**config.mk**
```make
export PLATFORM = sky130hd
export DESIGN_NAME = fp_credit_res_buffer
export DESIGN_NICKNAME = d
export VERILOG_FILES = /design/src/rtl/fp_credit_res_buffer.sv
export SDC_FILE = /design/constraint.sdc
export NUM_CORES = 1
export LEC_CHECK = 0
export BUFFER_PORTS_ARGS = -buffer_cell sky130_fd_sc_hd__buf_2
export CAP_MARGIN = 5
export CORE_UTILIZATION = 25
export CTS_BUF_LIST = sky130_fd_sc_hd__clkbuf_16
export DETAILED_ROUTE_END_ITERATION = 8
export PLACE_DENSITY = 0.46
export SYNTH_ARGS = -nofsm -noshare
export SYNTH_HDL_FRONTEND = slang
export SYNTH_SLANG_ARGS = --single-unit
```
**constraint.sdc**
```tcl
create_clock -name clk -period 23.4 [get_ports clk]
set_input_delay 1.17 -clock clk [delete_from_list [all_inputs] [get_ports clk]]
set_output_delay 1.17 -clock clk [all_outputs]
set_load 0.05 [all_outputs]
```
**src/rtl/fp_credit_res_buffer.sv**
```systemverilog
// Credit-based result buffer behind the stall-free FP datapath.
// Admits arguments only when a FIFO slot is reserved for the result.
module fp_credit_res_buffer #(
  parameter int FLEN  = 64,
  parameter int DEPTH = 8,
  parameter int CNT_W = $clog2(DEPTH + 1)
) (
  input  logic            clk,
  input  logic            rst,
  input  logic            arg_vld,
  output logic            arg_rdy,
  output logic            issue,
  input  logic            pipe_vld,
  input  logic [FLEN-1:0] pipe_res,
  output logic            res_vld,
  input  logic            res_rdy,
  output logic [FLEN-1:0] res,
  output logic            ovf_err
);

  localparam int PTR_W = (DEPTH > 1) ? $clog2(DEPTH) : 1;
  localparam logic [CNT_W-1:0] FULL = CNT_W'(DEPTH);
  localparam logic [PTR_W-1:0] LAST = PTR_W'(DEPTH - 1);

  logic [FLEN-1:0]  mem [DEPTH];
  logic [CNT_W-1:0] credit_cnt;
  logic [CNT_W-1:0] occ;
  logic [PTR_W-1:0] rd_ptr;
  logic [PTR_W-1:0] wr_ptr;
  logic             pop;
  logic             push;
  logic             full;
  logic             stray;

  function automatic logic [PTR_W-1:0] inc(input logic [PTR_W-1:0] p);
    return (p == LAST) ? '0 : p + PTR_W'(1);
  endfunction

  assign arg_rdy = credit_cnt < FULL;
  assign issue   = arg_vld & arg_rdy;
  assign res_vld = occ != '0;
  assign res     = mem[rd_ptr];
  assign full    = occ == FULL;
  assign pop     = res_vld & res_rdy;
  assign push    = pipe_vld & (~full | pop);
  assign stray   = pipe_vld & (credit_cnt == occ);

  always_ff @(posedge clk) begin
    if (rst) begin
      credit_cnt <= '0;
      occ        <= '0;
      rd_ptr     <= '0;
      wr_ptr     <= '0;
      ovf_err    <= 1'b0;
    end else begin
      // credit floor at zero keeps a stray result from wrapping the count
      if (issue & ~pop)
        credit_cnt <= credit_cnt + CNT_W'(1);
      else if (~issue & pop & (credit_cnt != '0))
        credit_cnt <= credit_cnt - CNT_W'(1);
      if (push & ~pop)
        occ <= occ + CNT_W'(1);
      else if (~push & pop)
        occ <= occ - CNT_W'(1);
      if (push)
        wr_ptr <= inc(wr_ptr);
      if (pop)
        rd_ptr <= inc(rd_ptr);
      if ((pipe_vld & full & ~pop) | stray)
        ovf_err <= 1'b1;
    end
  end

  // when full, push+pop share a slot: the head is read before it is rewritten
  always_ff @(posedge clk) begin
    if (push)
      mem[wr_ptr] <= pipe_res;
  end

endmodule
```
==> results.md, run 1 <==
- Tmin final: 5.00 ns
- Clock Path Buffers: 3
- Slew @ Worst Pin: 1.15 ns
- Reg2reg end: occ[3]
- R2r setup slk: 20.08 ns
- Part of the power in registers: 43.4%
- Die height: 287 um
- Mean area per synthesized cell: 23.6 sq um
- Seq. cell area: 0.0157 sq mm
- Design area: 0.0241 sq mm
- Mapped cell area: 0.0203 sq mm
- # rows: 104
- Gp weighted congestion: 0.639
- Sw Ratio: 28.9%
- Clk sinks: 530
- Pint: 1.82 mW
- Synth cell count leaders: edfxtp_1 (512), mux4_2 (128), mux2_2 (65)
- WP depth: 5
- Max Freq: 0.200 GHz
- Worst Path Required: 22.23 ns
- Crit-path most repeated cell: buf_4
- Avg WL per Cell: 20.6 um
- Worst Clk Skew: 0.0233 ns
- # Post-CTS Setup Buffers: 0
- Clock transition at the registers of the reported paths: 0.06 ns
- Top Ports: 137
- Gate power share: 22.2%
- RSZ-0062 raised after global routing: false
- CP delay by family, top: buffers and inverters
- Reg2Reg Depth: 9
- CTS Buf Count: 60
- Fillers: 7820
- Crit path capture type: primary output
- Post-DP HPWL: 23.0 mm
- Worst Path Buf+Inv: 3
- Slew Limit Headroom: 22.2%
- Hold Buf Count CTS: 0
- TNS Setup: 0 ns
- Global-route wire length before repair: 65.4 mm
- Placed inst area: 0.0222 sq mm
- Drt via density: 4.25
- Initial antenna violation count: 7
- Htree depth: 2
- Layout cells sized above 1: 41.9%
- Drt pass-1 iters: 4
- DIE WIDTH: 287 um
- # Max-Cap Violations: 0
- Final #Nets: 1116
- Final setup fails: 0
- Leakage: 7.59 nW
- Post-layout util: 30.0%
- Worst setup SP type: flop
- Synth cell types: 36
- Ranking of synthesized cells by area: edfxtp_1 (76%), mux4_2 (14%), mux2_2 (3.6%)
- Post-synthesis sequential element count: 530
- Final Cycle Share: 21.4%
- Placed Cells: 2034
- Initial drt markers: 479
- Clock latency at the later pin of the worst-skew pair: 0.59 ns
- Area growth syn-to-layout: 18.9%
- Final ANT Viol Nets: 0
- CTS tree: done
- Most common cell in the netlist: edfxtp_1
- Max incr delay on CP: 0.78 ns
- Worst min-delay path class: flop to flop
- Net Sw Power: 0.743 mW
- Worst Setup EP: res[30]
- Port-buffer cells: 136
- N_diodes: 0
- Total track usage: 10.9%
- Worst-path fanout max: 44
- Syn nets: 937
- Clock root buffer: clkbuf_16
- Status: finished clean
- Final hold vios: 0
- Top-area cell type share of the netlist area: 75.9%
- Worst vdd ir: 0.0536 mV
- Post-route setup slack: 18.40 ns
- Area of the multi-input gates: 0.00430 sq mm
- Post-CTS sizing: 0
- Tot Pwr: 2.57 mW
- Final wirelength: 44.1 mm
- Worst hold slack: 0.450 ns
- DR DRC count: 0
- Ys flop type: edfxtp_1
- Vias: 9105
- Power density cells: 107 mW/mm^2
- Core Area: 0.0804 sq mm
- Die ar.: 0.0822 sq mm
- Starting Density: 25.2%
- Leading area contributor after synthesis: edfxtp_1
- Largest net degree at the start of global routing: 59
- EDFF count, synth: 512
- Max-slew violations: 0
- Synth warn: 0
- Final std cells w/o fill: 2142
- CP Class: flop to primary output
- Clk pwr share: 34.5%
- Post-Syn Instances: 857
- Crit-path cells: buf_4 > buf_4 > mux4_2 > mux2_2 > buf_2
- CP max-delay cell: buf_4
- Vias in the first global route: 9890
- Grt ovf: 0
- Sequential share of the synthesized area: 77.6%
- Reg2reg start: occ[0]
- DP Worst Slack: 18.86 ns
- Async set or reset register ratio after synthesis: 0%
- WP data arrival: 3.83 ns
-- worst reg2reg max path: stages, from the launching register on --
cell	delay [ns]
dfxtp_1	0.44
o41ai_2	1.09
inv_2	0.16
ha_1	0.28
inv_1	0.13
ha_1	0.29
a21oi_1	0.20
a211oi_1	0.11
a31oi_1	0.18
mux2_2	0.35
-- state kept, by name (all words and copies together), names as in the netlist, named ones only --
register    flops
credit_cnt      4
mem           512
occ             4
ovf_err         1
rd_ptr          3
wr_ptr          3
-- power by group through the flow --
stage / combinational, mW / clock, mW / sequential [mW]
after floorplan: 0.473 / 0 / 1.12
after CTS: 0.586 / 0.915 / 1.12
after global placement: 0.580 / 0 / 1.13
after global routing: 0.611 / 0.952 / 1.12
final: 0.569 / 0.885 / 1.11
after detailed placement: 0.584 / 0 / 1.14
-- layout by cell type, fill, tap and decap left out, types with 7 or more instances in the layout --
cell | synthesis | layout
a21oi_1 | 11 | 11
buf_2 | 3 | 136
buf_4 | 2 | 20
clkbuf_16 | 0 | 61
clkinv_1 | 0 | 13
clkinv_2 | 0 | 16
dfxtp_1 | 18 | 15
edfxtp_1 | 512 | 512
ha_1 | 9 | 9
inv_1 | 4 | 12
mux2_2 | 65 | 65
mux4_2 | 128 | 128
nand2_1 | 9 | 9
nor2_1 | 12 | 9
xor2_1 | 7 | 7
-- routing by layer --
layer | vias to the layer above | track usage (%) | share of wire [%]
met1 | 4866 | 14.2 | 44
met2 | 161 | 18.0 | 49
met3 | 77 | 2.69 | 4.9
met5 | - | 0 | 0.20
li1 | 3987 | - | -
met4 | 14 | 2.90 | 1.9
-- area by class of cell --
class                      count  share of cell area (%)
multi-input combinational    283                    17.8
clock buffer                  61                    6.34
timing repair buffer         156                    3.45
inverter                       5                  0.0779
clock inverter                47                    1.45
sequential                   530                    65.3
tap                         1060                    5.50
-- worst min-delay path by stage --
stage / from / to / depth (start not counted)
after detailed placement: ovf_err / ovf_err / 2
after global routing: ovf_err / ovf_err / 2
after CTS: ovf_err / ovf_err / 2
after global placement: ovf_err / ovf_err / 2
after floorplan: credit_cnt[2] / credit_cnt[2] / 2
final: ovf_err / ovf_err / 2
-- kinds of logic after synthesis --
logic type | share of synthesized area, %
flops | 77.6
simple gates | 1.16
mux | 17.9
compound gates | 0.772
fa+ha+maj | 0.753
xor+xnor | 0.346
buf+inv | 1.39
No activity file was read; power rests on OpenSTA's default activity.
==> run 2, diff against run 1 <==
Clock period 23.4 ns to 4.9 ns, I/O delays scaled along.
==> run 2 against run 1 <==
Setup slack got worse by 17 ns; count of clock-buffer cells in the layout shrank 2; clock skew shrank 0.0056 ns; via count increased by 2.8%; sequential share of layout area is 2.1 points lower; combinational power grew to 4.9 times the previous value; first-iteration DRC count up 19%; final cell count rose by 3.2%; total power grew to 4.9 times the previous value; utilization is 1.0 points higher; critical path type is now flop to flop; largest cell class unchanged; highest routed layer unchanged.
==> results.md, run 2 (synthesis gave the netlist of run 1 again) <==
- Grt ovf: 0
- Starting Density: 25.2%
- CP Class: flop to flop
- Slew Limit Headroom: 23.3%
- Reg2Reg Depth: 9
- DR top layer: met5
- Final hold vios: 0
- Initial antenna violation count: 5
- Gate power share: 22.1%
- Worst setup SP type: flop
- Top Registers: mem (512), credit_cnt (4), occ (4)
- Die height: 287 um
- WP depth: 9
- Met2 wire length: 21.7 mm
- Part of the power in registers: 42.6%
- Final #Nets: 1182
- CTS tree: done
- Crit-path cells: o41ai_2 > inv_2 > ha_1 > inv_1 > ha_1 > a21oi_1 > a211oi_1 > a31oi_1 > mux2_2
- Core Area: 0.0804 sq mm
- Total track usage: 11.1%
- Initial drt markers: 569
- Final wirelength: 45.3 mm
- Htree depth: 2
- Clock transition at the registers of the reported paths: 0.06 ns
- Clock latency at the later pin of the worst-skew pair: 0.60 ns
- RSZ-0062 raised after global routing: false
- Clock Path Buffers: 3
- Clk sinks: 530
- Status: finished clean
- Reg2reg end: occ[3]
- Drt pass-1 iters: 4
- Port-buffer cells: 136
- Sw Ratio: 28.9%
- Crit path capture type: flop
- Gp weighted congestion: 0.648
- Power density cells: 503 mW/mm^2
- Vias in the first global route: 10353
- Largest net degree at the start of global routing: 65
- Worst-path fanout max: 9
- Net Sw Power: 3.63 mW
- Final ANT Viol Nets: 0
- Max-slew violations: 0
- Layout cells sized above 1: 39.3%
- Worst Setup SP: occ[0]
- DIE WIDTH: 287 um
- CP delay by family, top: compound AO/OA/AOI/OAI gates
- Pint: 8.92 mW
- # Max-Cap Violations: 0
- Final Cycle Share: 67.6%
- Vias: 9357
- Most common cell after layout, fill and taps aside: edfxtp_1
- Worst Path Buf+Inv: 2
- Worst min-delay path class: input port to flop
- CP max-delay cell: o41ai_2
- Worst Clk Skew: 0.0177 ns
- Die ar.: 0.0822 sq mm
- Largest register FFs: 512
- # rows: 104
- WP data arrival: 3.79 ns
- R2r setup slk: 1.59 ns
- DP Worst Slack: 1.54 ns
- Clk pwr share: 35.2%
- CTS Buf Count: 58
- Reg2reg start: occ[0]
- Worst vdd ir: 0.284 mV
- Leakage: 7.90 nW
- Biggest register: mem
- Post-CTS sizing: 0
- Met1 wire length: 20.6 mm
- Avg WL per Cell: 20.5 um
- Clock root buffer: clkbuf_16
- Worst Setup EP: occ[3]
- Final setup fails: 0
- Drt via density: 4.23
- Post-DP HPWL: 23.4 mm
- Max incr delay on CP: 1.07 ns
- Slew @ Worst Pin: 1.14 ns
- DR DRC count: 0
- Area growth syn-to-layout: 22.9%
- Met3 routed WL: 2.11 mm
- Top Ports: 137
- Tot Pwr: 12.5 mW
- Global-route wire length before repair: 67.3 mm
- Crit-path most repeated cell: ha_1
- Max Freq: 0.302 GHz
- Tmin final: 3.31 ns
- Most frequent cells in the layout: edfxtp_1 (512), buf_2 (136), mux4_2 (128)
- Worst Path Required: 5.38 ns
- Post-route setup slack: 1.59 ns
run 2: changes by cell type in the layout (fill, tap and decap cells not counted), moves of 2 or more:
cell / delta
buf_12: +4
clkinv_1: +4
bufinv_16: +4
clkbuf_16: -2
buf_4: -4
dlygate4sd3_1: +68
clkinv_2: -5
inv_1: -3
run 2: routing by layer:
layer,global-route usage (%),vias up
li1,-,4121
met1,15.0,4974
met2,17.9,181
met3,2.61,71
met4,2.86,10
met5,0,-
run 2: worst reg2reg max path, stage by stage, from the launching register on:
cell and delay (ns):
dfxtp_1 0.43, o41ai_2 1.07, inv_2 0.15, ha_1 0.28, inv_1 0.13, ha_1 0.29
a21oi_1 0.20, a211oi_1 0.10, a31oi_1 0.21, mux2_2 0.35
run 2: metrics by stage:
step | instance area (sq um) | hold WS, ns | std cells | utilization, % | TNS (ns)
final | 24900 | 0.169 | 2211 | 31.0 | 0
after global routing | 24900 | 0.169 | 2210 | 31.0 | 0
after CTS | 24900 | 0.116 | 2210 | 31.0 | 0
after detailed placement | 22300 | 0.451 | 2034 | 27.7 | 0
after global placement | 22300 | 0.435 | 2034 | 27.7 | 0
after floorplan | 20300 | 0.314 | 857 | - | -158.94
run 2: final cells by class:
| class | count | area, sq um |
|---|---|---|
| inverters | 5 | 18.8 |
| well taps | 1060 | 1330 |
| clock buffers | 59 | 1480 |
| flip-flops and latches | 530 | 15700 |
| multi-input cells | 283 | 4310 |
| diodes | 1 | 2.50 |
| clock inverters | 49 | 468 |
| repair buffers | 224 | 1560 |
| fillers | 7815 | 55500 |
run 2: how the worst min path moves through the flow:
| stage | from | endpoint | slack, ns | cells after the start |
|---|---|---|---|---|
| floorplan | rst | ovf_err | 0.31 | 1 |
| global placement | ovf_err | ovf_err | 0.43 | 2 |
| detailed placement | ovf_err | ovf_err | 0.45 | 2 |
| CTS | res_rdy | rd_ptr[1] | 0.12 | 4 |
| global route | res_rdy | rd_ptr[1] | 0.17 | 4 |
| finish | res_rdy | rd_ptr[1] | 0.17 | 4 |
run 2: power by group through the flow:
stage	Clock, mW	Sequential, mW	Combinational [mW]
global route	4.74	5.38	2.98
global placement	0	5.45	2.78
floorplan	0	5.35	2.26
CTS	4.59	5.36	2.85
detailed placement	0	5.46	2.79
finish	4.42	5.35	2.78
run 2: repair_timing:
| action | in CTS | in global routing |
|---|---|---|
| hold endpoints to repair | 518 | 0 |
| hold buffers | 68 | 0 |
| setup buffers | 0 | 0 |
